--- src/rtl/dsm_cic_decimator_if.sv ---
// Bitstream-in / PCM-out bundle of the sinc^3 decimator.
// The master side feeds qualified bits and the slave side returns strobed samples.
interface dsm_cic_decimator_if #(
  parameter int W = 20
);
  logic                bit_valid;
  logic                bit_in;
  logic signed [W-1:0] sample_out;
  logic                sample_valid;
  logic                settled;

  modport master (
    output bit_valid,
    output bit_in,
    input  sample_out,
    input  sample_valid,
    input  settled
  );

  modport slave (
    input  bit_valid,
    input  bit_in,
    output sample_out,
    output sample_valid,
    output settled
  );
endinterface

--- src/rtl/dsm_cic_decimator.sv ---
// Third-order CIC decimator that rebuilds signed PCM samples from a 1-bit PDM stream.
// Integrators run on accepted bits, and the combs run once per R bits on the decimated word.
module dsm_cic_decimator #(
  parameter int DEC_LOG2 = 6,
  parameter int ORDER    = 3
) (
  input  logic                  clock,
  input  logic                  reset,
  dsm_cic_decimator_if.slave    bus
);
  localparam int W = ORDER * DEC_LOG2 + 2;

  generate
    if (ORDER != 3) begin : g_order_check
      $error("dsm_cic_decimator supports ORDER == 3 only");
    end
  endgenerate

  logic signed [W-1:0]   x;
  logic signed [W-1:0]   integ_reg  [ORDER];
  logic signed [W-1:0]   integ_next [ORDER];
  logic signed [W-1:0]   delay_reg  [ORDER];
  logic signed [W-1:0]   comb_in    [ORDER];
  logic signed [W-1:0]   comb_out   [ORDER];
  logic [DEC_LOG2-1:0]   phase_reg;
  logic signed [W-1:0]   dec_reg;
  logic                  dec_stb_reg;
  logic signed [W-1:0]   sample_reg;
  logic                  valid_reg;
  logic [1:0]            settle_reg;
  logic                  tick;

  // A 1 bit maps to +1 and a 0 bit maps to -1. All-ones is -1 in W-bit two's complement.
  assign x    = bus.bit_in ? W'(1) : '1;
  assign tick = bus.bit_valid && (&phase_reg);

  // Each integrator sums the previous stage's *old* value, which gives one register delay per stage.
  genvar gi;
  generate
    for (gi = 0; gi < ORDER; gi++) begin : g_stage
      if (gi == 0) begin : g_first
        assign integ_next[gi] = integ_reg[gi] + x;
        assign comb_in[gi]    = dec_reg;
      end else begin : g_rest
        assign integ_next[gi] = integ_reg[gi] + integ_reg[gi-1];
        assign comb_in[gi]    = comb_out[gi-1];
      end
      assign comb_out[gi] = comb_in[gi] - delay_reg[gi];
    end
  endgenerate

  always_ff @(posedge clock) begin
    if (reset) begin
      for (int i = 0; i < ORDER; i++) begin
        integ_reg[i] <= '0;
      end
      phase_reg   <= '0;
      dec_reg     <= '0;
      dec_stb_reg <= 1'b0;
    end else begin
      if (bus.bit_valid) begin
        for (int i = 0; i < ORDER; i++) begin
          integ_reg[i] <= integ_next[i];
        end
        phase_reg <= phase_reg + 1'b1;
      end
      if (tick) begin
        dec_reg <= integ_next[ORDER-1];
      end
      dec_stb_reg <= tick;
    end
  end

  // The comb stage fires on the decimated strobe, independent of the bit qualifier.
  always_ff @(posedge clock) begin
    if (reset) begin
      for (int i = 0; i < ORDER; i++) begin
        delay_reg[i] <= '0;
      end
      sample_reg <= '0;
      valid_reg  <= 1'b0;
      settle_reg <= '0;
    end else begin
      valid_reg <= dec_stb_reg;
      if (dec_stb_reg) begin
        for (int i = 0; i < ORDER; i++) begin
          delay_reg[i] <= comb_in[i];
        end
        sample_reg <= comb_out[ORDER-1];
        // The counter advances on the same edge that raises sample_valid, so settled aligns with the 3rd strobe.
        if (settle_reg != 2'd3) begin
          settle_reg <= settle_reg + 2'd1;
        end
      end
    end
  end

  assign bus.sample_out   = sample_reg;
  assign bus.sample_valid = valid_reg;
  assign bus.settled      = (settle_reg == 2'd3);
endmodule

--- src/flat_wrapper.sv ---
// flat-port wrapper written by rule: the top's interface ports become plain ports
module dsm_cic_decimator_flat 
#(
  parameter int DEC_LOG2 = 6,
  parameter int ORDER    = 3
)
  (clock, reset, bus_bit_valid, bus_bit_in, bus_sample_out, bus_sample_valid, bus_settled);
  dsm_cic_decimator_if #(.W(20)) bus_i ();
  input  logic clock;
  input  logic reset;
  input wire logic [$bits(bus_i.bit_valid)-1:0] bus_bit_valid;
  input wire logic [$bits(bus_i.bit_in)-1:0] bus_bit_in;
  output wire logic [$bits(bus_i.sample_out)-1:0] bus_sample_out;
  output wire logic [$bits(bus_i.sample_valid)-1:0] bus_sample_valid;
  output wire logic [$bits(bus_i.settled)-1:0] bus_settled;
  assign bus_i.bit_valid = bus_bit_valid;
  assign bus_i.bit_in = bus_bit_in;
  assign bus_sample_out = bus_i.sample_out;
  assign bus_sample_valid = bus_i.sample_valid;
  assign bus_settled = bus_i.settled;
  dsm_cic_decimator #(.DEC_LOG2(DEC_LOG2), .ORDER(ORDER)) u_core (.clock(clock), .reset(reset), .bus(bus_i));
endmodule
--- config.mk ---
export PLATFORM = sky130hd
export DESIGN_NAME = dsm_cic_decimator_flat
export DESIGN_NICKNAME = d
export VERILOG_FILES = /design/src/rtl/dsm_cic_decimator_if.sv /design/src/rtl/dsm_cic_decimator.sv /design/src/flat_wrapper.sv
export SDC_FILE = /design/constraint.sdc
export NUM_CORES = 1
export LEC_CHECK = 0
export ABC_AREA = 0
export BUFFER_PORTS_ARGS = -buffer_cell sky130_fd_sc_hd__buf_2
export CORE_MARGIN = 2
export CORE_UTILIZATION = 40
export DETAILED_ROUTE_END_ITERATION = 16
export PLACE_DENSITY = 0.55
export SKIP_CTS_REPAIR_TIMING = 1
export SLEW_MARGIN = 20
export SYNTH_ARGS = -nofsm -noshare
export SYNTH_HDL_FRONTEND = slang
export SYNTH_SLANG_ARGS = --single-unit
--- constraint.sdc ---
create_clock -name clock -period 7.13 [get_ports clock]
set_input_delay 0.713 -clock clock [delete_from_list [all_inputs] [get_ports clock]]
set_output_delay 0.713 -clock clock [all_outputs]
set_load 0.1 [all_outputs]
==> results of run 1 <==
==> power breakdown <==
group	switching (W)	leakage [nW]	internal (W)
Sequential	0.0000329	1.63	0.00113
Combinational	0.000397	3.53	0.000313
Clock	0.000380	0.294	0.000582
Total	0.000809	5.46	0.00202
==> area by class of cell <==
type / instances / area (um2) / area share (%)
multi-input combinational: 877 / 6160 / 49.7
sequential: 170 / 4600 / 37.2
clock buffer: 23 / 478 / 3.86
tap: 378 / 473 / 3.82
inverter: 94 / 353 / 2.85
timing repair buffer: 33 / 185 / 1.49
clock inverter: 9 / 136 / 1.10
==> stage by stage <==
stage               setup WS [ns]  hold slack (ns)  util, %
CTS                          1.11            0.455     44.7
floorplan                    1.85            0.436        -
global route                0.348            0.471     44.7
detailed placement           1.13            0.439     42.5
global placement             1.29            0.438     42.5
finish                       1.13            0.447     44.7
==> layer usage <==
metal  GRT usage (%)  up-vias
met5               0        -
met4            4.75        0
met3            2.30       18
met2            25.7       75
met1            18.2     3507
li1                -     4197
==> final timing paths <==
kind                          endpoint                       from  slack (ns)  cells past startpoint
max          u_core.bus.sample_out[18]          u_core.dec_reg[0]        1.13                     27
min reg2reg  u_core.bus.sample_out[14]  u_core.bus.sample_out[14]        0.45                      2
min          u_core.bus.sample_out[14]  u_core.bus.sample_out[14]        0.45                      2
max reg2reg  u_core.bus.sample_out[18]          u_core.dec_reg[0]        1.13                     27
==> placed cells by master (no fill, tap or decap), drive strengths merged, types with 5 or more instances in the layout <==
| master | n |
|---|---|
| nand2 | 78 |
| o21ai | 52 |
| and2 | 69 |
| a31o | 6 |
| ha | 115 |
| xor2 | 45 |
| nand3 | 22 |
| or2 | 5 |
| nand4 | 8 |
| a211oi | 14 |
| nor2b | 15 |
| nor3 | 28 |
| mux2i | 13 |
| fa | 6 |
| o31ai | 6 |
| a31oi | 5 |
| and3 | 9 |
| dfxtp | 50 |
| nand2b | 14 |
| o21a | 12 |
| or3 | 5 |
| o21bai | 10 |
| a21oi | 80 |
| nor3b | 6 |
| buf | 33 |
| o211ai | 10 |
| inv | 96 |
| nor2 | 109 |
| xnor2 | 47 |
| a21boi | 8 |
| a21o | 37 |
| edfxtp | 120 |
| clkbuf | 23 |
==> critical path, stage by stage (launching register included) <==
cell	delay [ns]
dfxtp_1	0.33
inv_1	0.05
ha_1	0.23
fa_1	0.46
nor2b_1	0.11
o21ai_0	0.11
a21boi_0	0.26
o21ai_0	0.14
a21boi_0	0.33
o21a_1	0.18
o21a_1	0.15
o21ai_0	0.13
a21boi_0	0.27
nor2_1	0.10
ha_1	0.38
and3_1	0.19
o211ai_1	0.09
o21bai_1	0.19
and2_1	0.18
xnor2_1	0.20
ha_1	0.32
a21oi_1	0.21
nor3b_1	0.21
a21boi_0	0.23
a311o_1	0.38
a31oi_1	0.19
xor2_1	0.16
o21ai_0	0.08
==> cells by family (layout without fill, tap and decap cells) <==
family | after synthesis | count (layout) | share of synthesized area (%)
adders and majority gates | 121 | 121 | 13.9
buffers and inverters | 119 | 159 | 4.05
DFF | 170 | 170 | 41.0
AOI/OAI and AO/OA | 267 | 267 | 15.5
muxes | 13 | 13 | 1.16
and+or+nand+nor | 383 | 383 | 17.0
xor gates and xnor gates | 93 | 93 | 7.39
==> impl_metrics.csv, run 1 <==
group,metric,value,unit
placement,port_buffers,25,
placement,hpwl,14600,um
logic_synthesis,synthFlopType,"edfxtp_1",
logic_synthesis,synthCells,1166,
worst_setup_path,crit_required,7.40,ns
detailed_routing,wl,20300,um
logic_synthesis,synth-seq-cells,170,
logic_synthesis,synthDistinctLibCells,66,
timing,setup_viol,0,
clocking,cts_made_buffers,17,
logic_synthesis,synth_most_common_cell,"edfxtp_1",
run_status,status,"finished, final reports clean",
finish,fillers,2719,
clocking,clkTransAtPathRegs,0.07,ns
detailed_routing,drcViolationCount,0,
finish,drive_gt1_share,6.97,%
floorplan,initial_core_util,40.5,%
timing,fmax,0.167,GHz
detailed_routing,dr_wl_met2,9740,um
pwr,p_per_area,228,mW/mm2
detailed_routing,viasPerCell,4.92,
worst_setup_path,crit_path_start_kind,"register",
logic_synthesis,netlist.top_cell.by_area,"edfxtp_1",
timing,slew_viol_final,0,
detailed_routing,routed.top_layer,"met4",
finish,fin_nets,1318,
detailed_routing,wire_per_inst,12.8,um
placement,dp.cells,1552,
timing,finalCritPeriodShare,84.2,%
grt,grt_max_degree,61,
floorplan,core_area,0.0277,mm2
pwr,vdd.ir_drop.worst,0.162,mV
logic_synthesis,synth_nets,1291,
logic_synthesis,seq_area_frac_synth,41.0,%
worst_setup_path,critPathKind,"register to register",
logic_synthesis,ys_async_sr_fraction,0,%
detailed_routing,ant_nets,0,
clocking,cts.path.max_buffers,2,
timing,relSlewSlack,30.5,%
clocking,clk_latency,0.43,ns
timing,finalSetupTns,0,ns
logic_synthesis,avgSynthCellArea,9.62,um2
job,max_cap_viol_count,0,
timing,worst_pin_slew,1.04,ns
worst_setup_path,worst_ep_arrival_time,6.28,ns
logic_synthesis,synth_top_area_share,32.1,%
detailed_routing,wl_met3,415,um
floorplan,dieArea,0.0294,mm2
finish,area_delta_synth_final,10.4,%
grt,grt_pass1_vias,7560,
detailed_routing,wl_met1,9850,um
placement,place_area,0.0118,mm2
pwr,p_leak,5.46,nW
logic_synthesis,synth_edf_count,120,
grt,grt_pass1_wl,34800,um
floorplan,die_y,171,um
min_path,min_path_type,"register to register",
finish,instances_no_fill,1584,
grt,grt_use_total,14.6,%
placement,gp_congestion,0.865,
clocking,cts_tree,"built",
timing,finalHoldViolations,0,
worst_setup_path,critPathMaxFanout,5,
logic_synthesis,yosys_warnings,0,
clocking,root_buffer,"clkbuf_16",
pwr,p_total,0.00283,W
grt,grt_overflow,0,
timing,finClkSkew,0.0140,ns
detailed_routing,drt-pass1-iter-count,4,
finish,fin_area,0.0124,mm2
logic_synthesis,ys_top_cells_by_area,"edfxtp_1 (32%), ha_1 (13%), dfxtp_1 (8.9%), and2_1 (3.8%), xnor2_1 (3.7%)",
timing,rsz0062_at_grt,"false",
timing,period_needed,6.00,ns
clocking,clock-sinks,170,
worst_setup_path,cp-end-kind,"register",
finish,diodes,0,
detailed_routing,drtIter0Drc,371,
floorplan,rows,61,
grt,antenna_found_initial,0,
logic_synthesis,netlist_area,0.0112,mm2
floorplan,die_w,171,um
floorplan,io_pins,26,
clocking,cts-htree-levels,4,
logic_synthesis,yosys-top-cells-count,"edfxtp_1 (120), ha_1 (115), nor2_1 (109)",
detailed_routing,vias,7797,
Note: power is estimated with default switching activity, not from simulation.
==> run 2, diff against run 1 <==
PLACE_DENSITY = 0.57   (was 0.55)
clock period = 5.15 ns   (was 7.13 ns; I/O delays follow)
==> run 2 against run 1 <==
  * Worst setup slack worse by 1.1 ns
  * Design area is 5.0% higher
  * Utilization up 2.2 points
  * Wire length is 2.1% higher
  * Power grew 43%
  * Critical endpoint unchanged
==> impl_metrics.csv, run 2 (same netlist as run 1, synthesis figures left out) <==
group,metric,value,unit
worst_setup_path,worstSetupEndpoint,"u_core.bus.sample_out[18]",
floorplan,initial_core_util,40.5,%
finish,area_delta_synth_final,15.9,%
worst_setup_path,ff2ff_path_depth,25,
floorplan,io_pins,26,
placement,port_buffers,25,
clocking,cts.path.max_buffers,2,
finish,fillers,2656,
clocking,cts_made_buffers,17,
worst_setup_path,crit_path_start_kind,"register",
detailed_routing,viasPerCell,4.93,
pwr,p_leak,5.76,nW
placement,post-place-ws,-0.338,ns
job,max_cap_viol_count,0,
worst_setup_path,worst-r2r-setup-slack,0.01,ns
timing,holdWs,0.442,ns
pwr,p_total,0.00403,W
timing,slew_viol_final,0,
worst_setup_path,r2r-start,"u_core.delay_reg[0][0]",
run_status,status,"finished, final reports clean",
min_path,min_path_type,"register to register",
detailed_routing,wire_per_inst,12.6,um
floorplan,rows,61,
grt,grt_pass1_vias,7665,
clocking,clock-sinks,170,
grt,grt_use_total,14.5,%
worst_setup_path,startpoint,"u_core.delay_reg[0][0]",
timing,setup_viol,0,
timing,worst_pin_slew,0.950,ns
clocking,cts-htree-levels,4,
detailed_routing,ant_nets,0,
detailed_routing,wl_met3,385,um
worst_setup_path,critPathKind,"register to register",
pwr,p_per_area,310,mW/mm2
worst_setup_path,worst_ep_arrival_time,5.45,ns
clocking,root_buffer,"clkbuf_16",
floorplan,die_y,171,um
grt,grt_overflow,0,
floorplan,dieArea,0.0294,mm2
grt,antenna_found_initial,0,
worst_setup_path,critPathMaxFanout,4,
detailed_routing,wl,20700,um
finish,diodes,0,
grt,grt_pass1_wl,34800,um
clocking,clkTransAtPathRegs,0.07,ns
detailed_routing,vias,8073,
timing,finClkSkew,0.0120,ns
detailed_routing,routed.top_layer,"met4",
timing,fmax,0.195,GHz
finish,drive_gt1_share,14.3,%
timing,finalHoldViolations,0,
grt,grt_max_degree,51,
clocking,cts_tree,"built",
timing,worst_slack,0.0115,ns
pwr,vdd.ir_drop.worst,0.216,mV
placement,place_area,0.0121,mm2
clocking,clk_latency,0.43,ns
detailed_routing,drt-pass1-iter-count,4,
finish,fin_area,0.0130,mm2
worst_setup_path,crit_required,5.46,ns
timing,relSlewSlack,36.7,%
placement,hpwl,15300,um
detailed_routing,drcViolationCount,0,
min_path,min-delay-start,"u_core.bus.sample_out[16]",
worst_setup_path,cp-end-kind,"register",
finish,final_cell_mix,"edfxtp_1 (120), ha_1 (108), nor2_1 (107), inv_1 (92), nand2_1 (78)",
timing,period_needed,5.14,ns
timing,rsz0062_at_grt,"true",
finish,fin_nets,1372,
timing,finalCritPeriodShare,99.8,%
floorplan,core_area,0.0277,mm2
detailed_routing,dr_wl_met2,10000,um
floorplan,die_w,171,um
detailed_routing,wl_met1,10000,um
detailed_routing,drtIter0Drc,355,
finish,final_common_cell,"edfxtp_1",
placement,gp_congestion,0.844,
timing,finalSetupTns,0,ns
worst_setup_path,r2r-end,"u_core.bus.sample_out[18]",
[run 2: cell types whose count changed in the layout (fill, tap and decap cells not counted), sizes merged]
cell	before	now
buf	33	87
clkbuf	23	17
clkinv	2	4
clkinvlp	2	1
inv	96	101
[run 2: final cells by class]
cell class                 instances  area [um2]  area share [%]
timing repair buffer              87         602            4.63
clock buffer                      17         425            3.27
inverter                          94         353            2.71
clock inverter                    15         186            1.43
tap                              378         473            3.64
sequential                       170        4600            35.4
multi-input combinational        877        6360            48.9
[run 2: power by group]
| group | leakage (nW) | internal (W) | switching, W |
|---|---|---|---|
| Combinational | 3.83 | 0.000517 | 0.000580 |
| Sequential | 1.63 | 0.00156 | 0.0000467 |
| Clock | 0.300 | 0.000775 | 0.000559 |
[run 2: worst min-delay path by stage]
stage / endpoint / slack [ns] / cells after the start
global route: u_core.bus.sample_out[14] / 0.47 / 2
finish: u_core.bus.sample_out[16] / 0.44 / 2
floorplan: u_core.dec_reg[0] / 0.44 / 2
global placement: u_core.bus.sample_out[16] / 0.43 / 2
CTS: u_core.phase_reg[0] / 0.43 / 3
detailed placement: u_core.bus.sample_out[16] / 0.44 / 2
[run 2: critical path: stages (launching register included)]
cell	delay (ns)
edfxtp_1	0.38
ha_2	0.21
fa_2	0.35
nor2b_2	0.13
o21ai_2	0.08
a21boi_2	0.16
o21ai_2	0.10
a21boi_2	0.16
o21a_1	0.16
o21a_1	0.17
o21ai_2	0.09
buf_4	0.16
a211oi_4	0.26
xnor2_1	0.15
ha_1	0.29
buf_4	0.16
a21oi_2	0.11
nor2_1	0.06
or2_2	0.30
o31a_1	0.27
ha_2	0.19
or3_4	0.38
a311o_1	0.33
a31oi_1	0.16
xor2_1	0.15
o21ai_0	0.08
[run 2: through the flow]
stage	utilization (%)	instances
2_1_floorplan	-	1166
3_3_place_gp	43.9	1601
3_5_place_dp	43.9	1601
4_1_cts	46.1	1633
5_1_grt	46.9	1638
6_report	46.9	1638
[run 2: layer usage]
layer | global-route usage (%) | vias to the layer above
li1 | - | 4310
met1 | 18.1 | 3676
met2 | 25.7 | 70
met3 | 1.98 | 17
met4 | 4.75 | 0
met5 | 0 | -
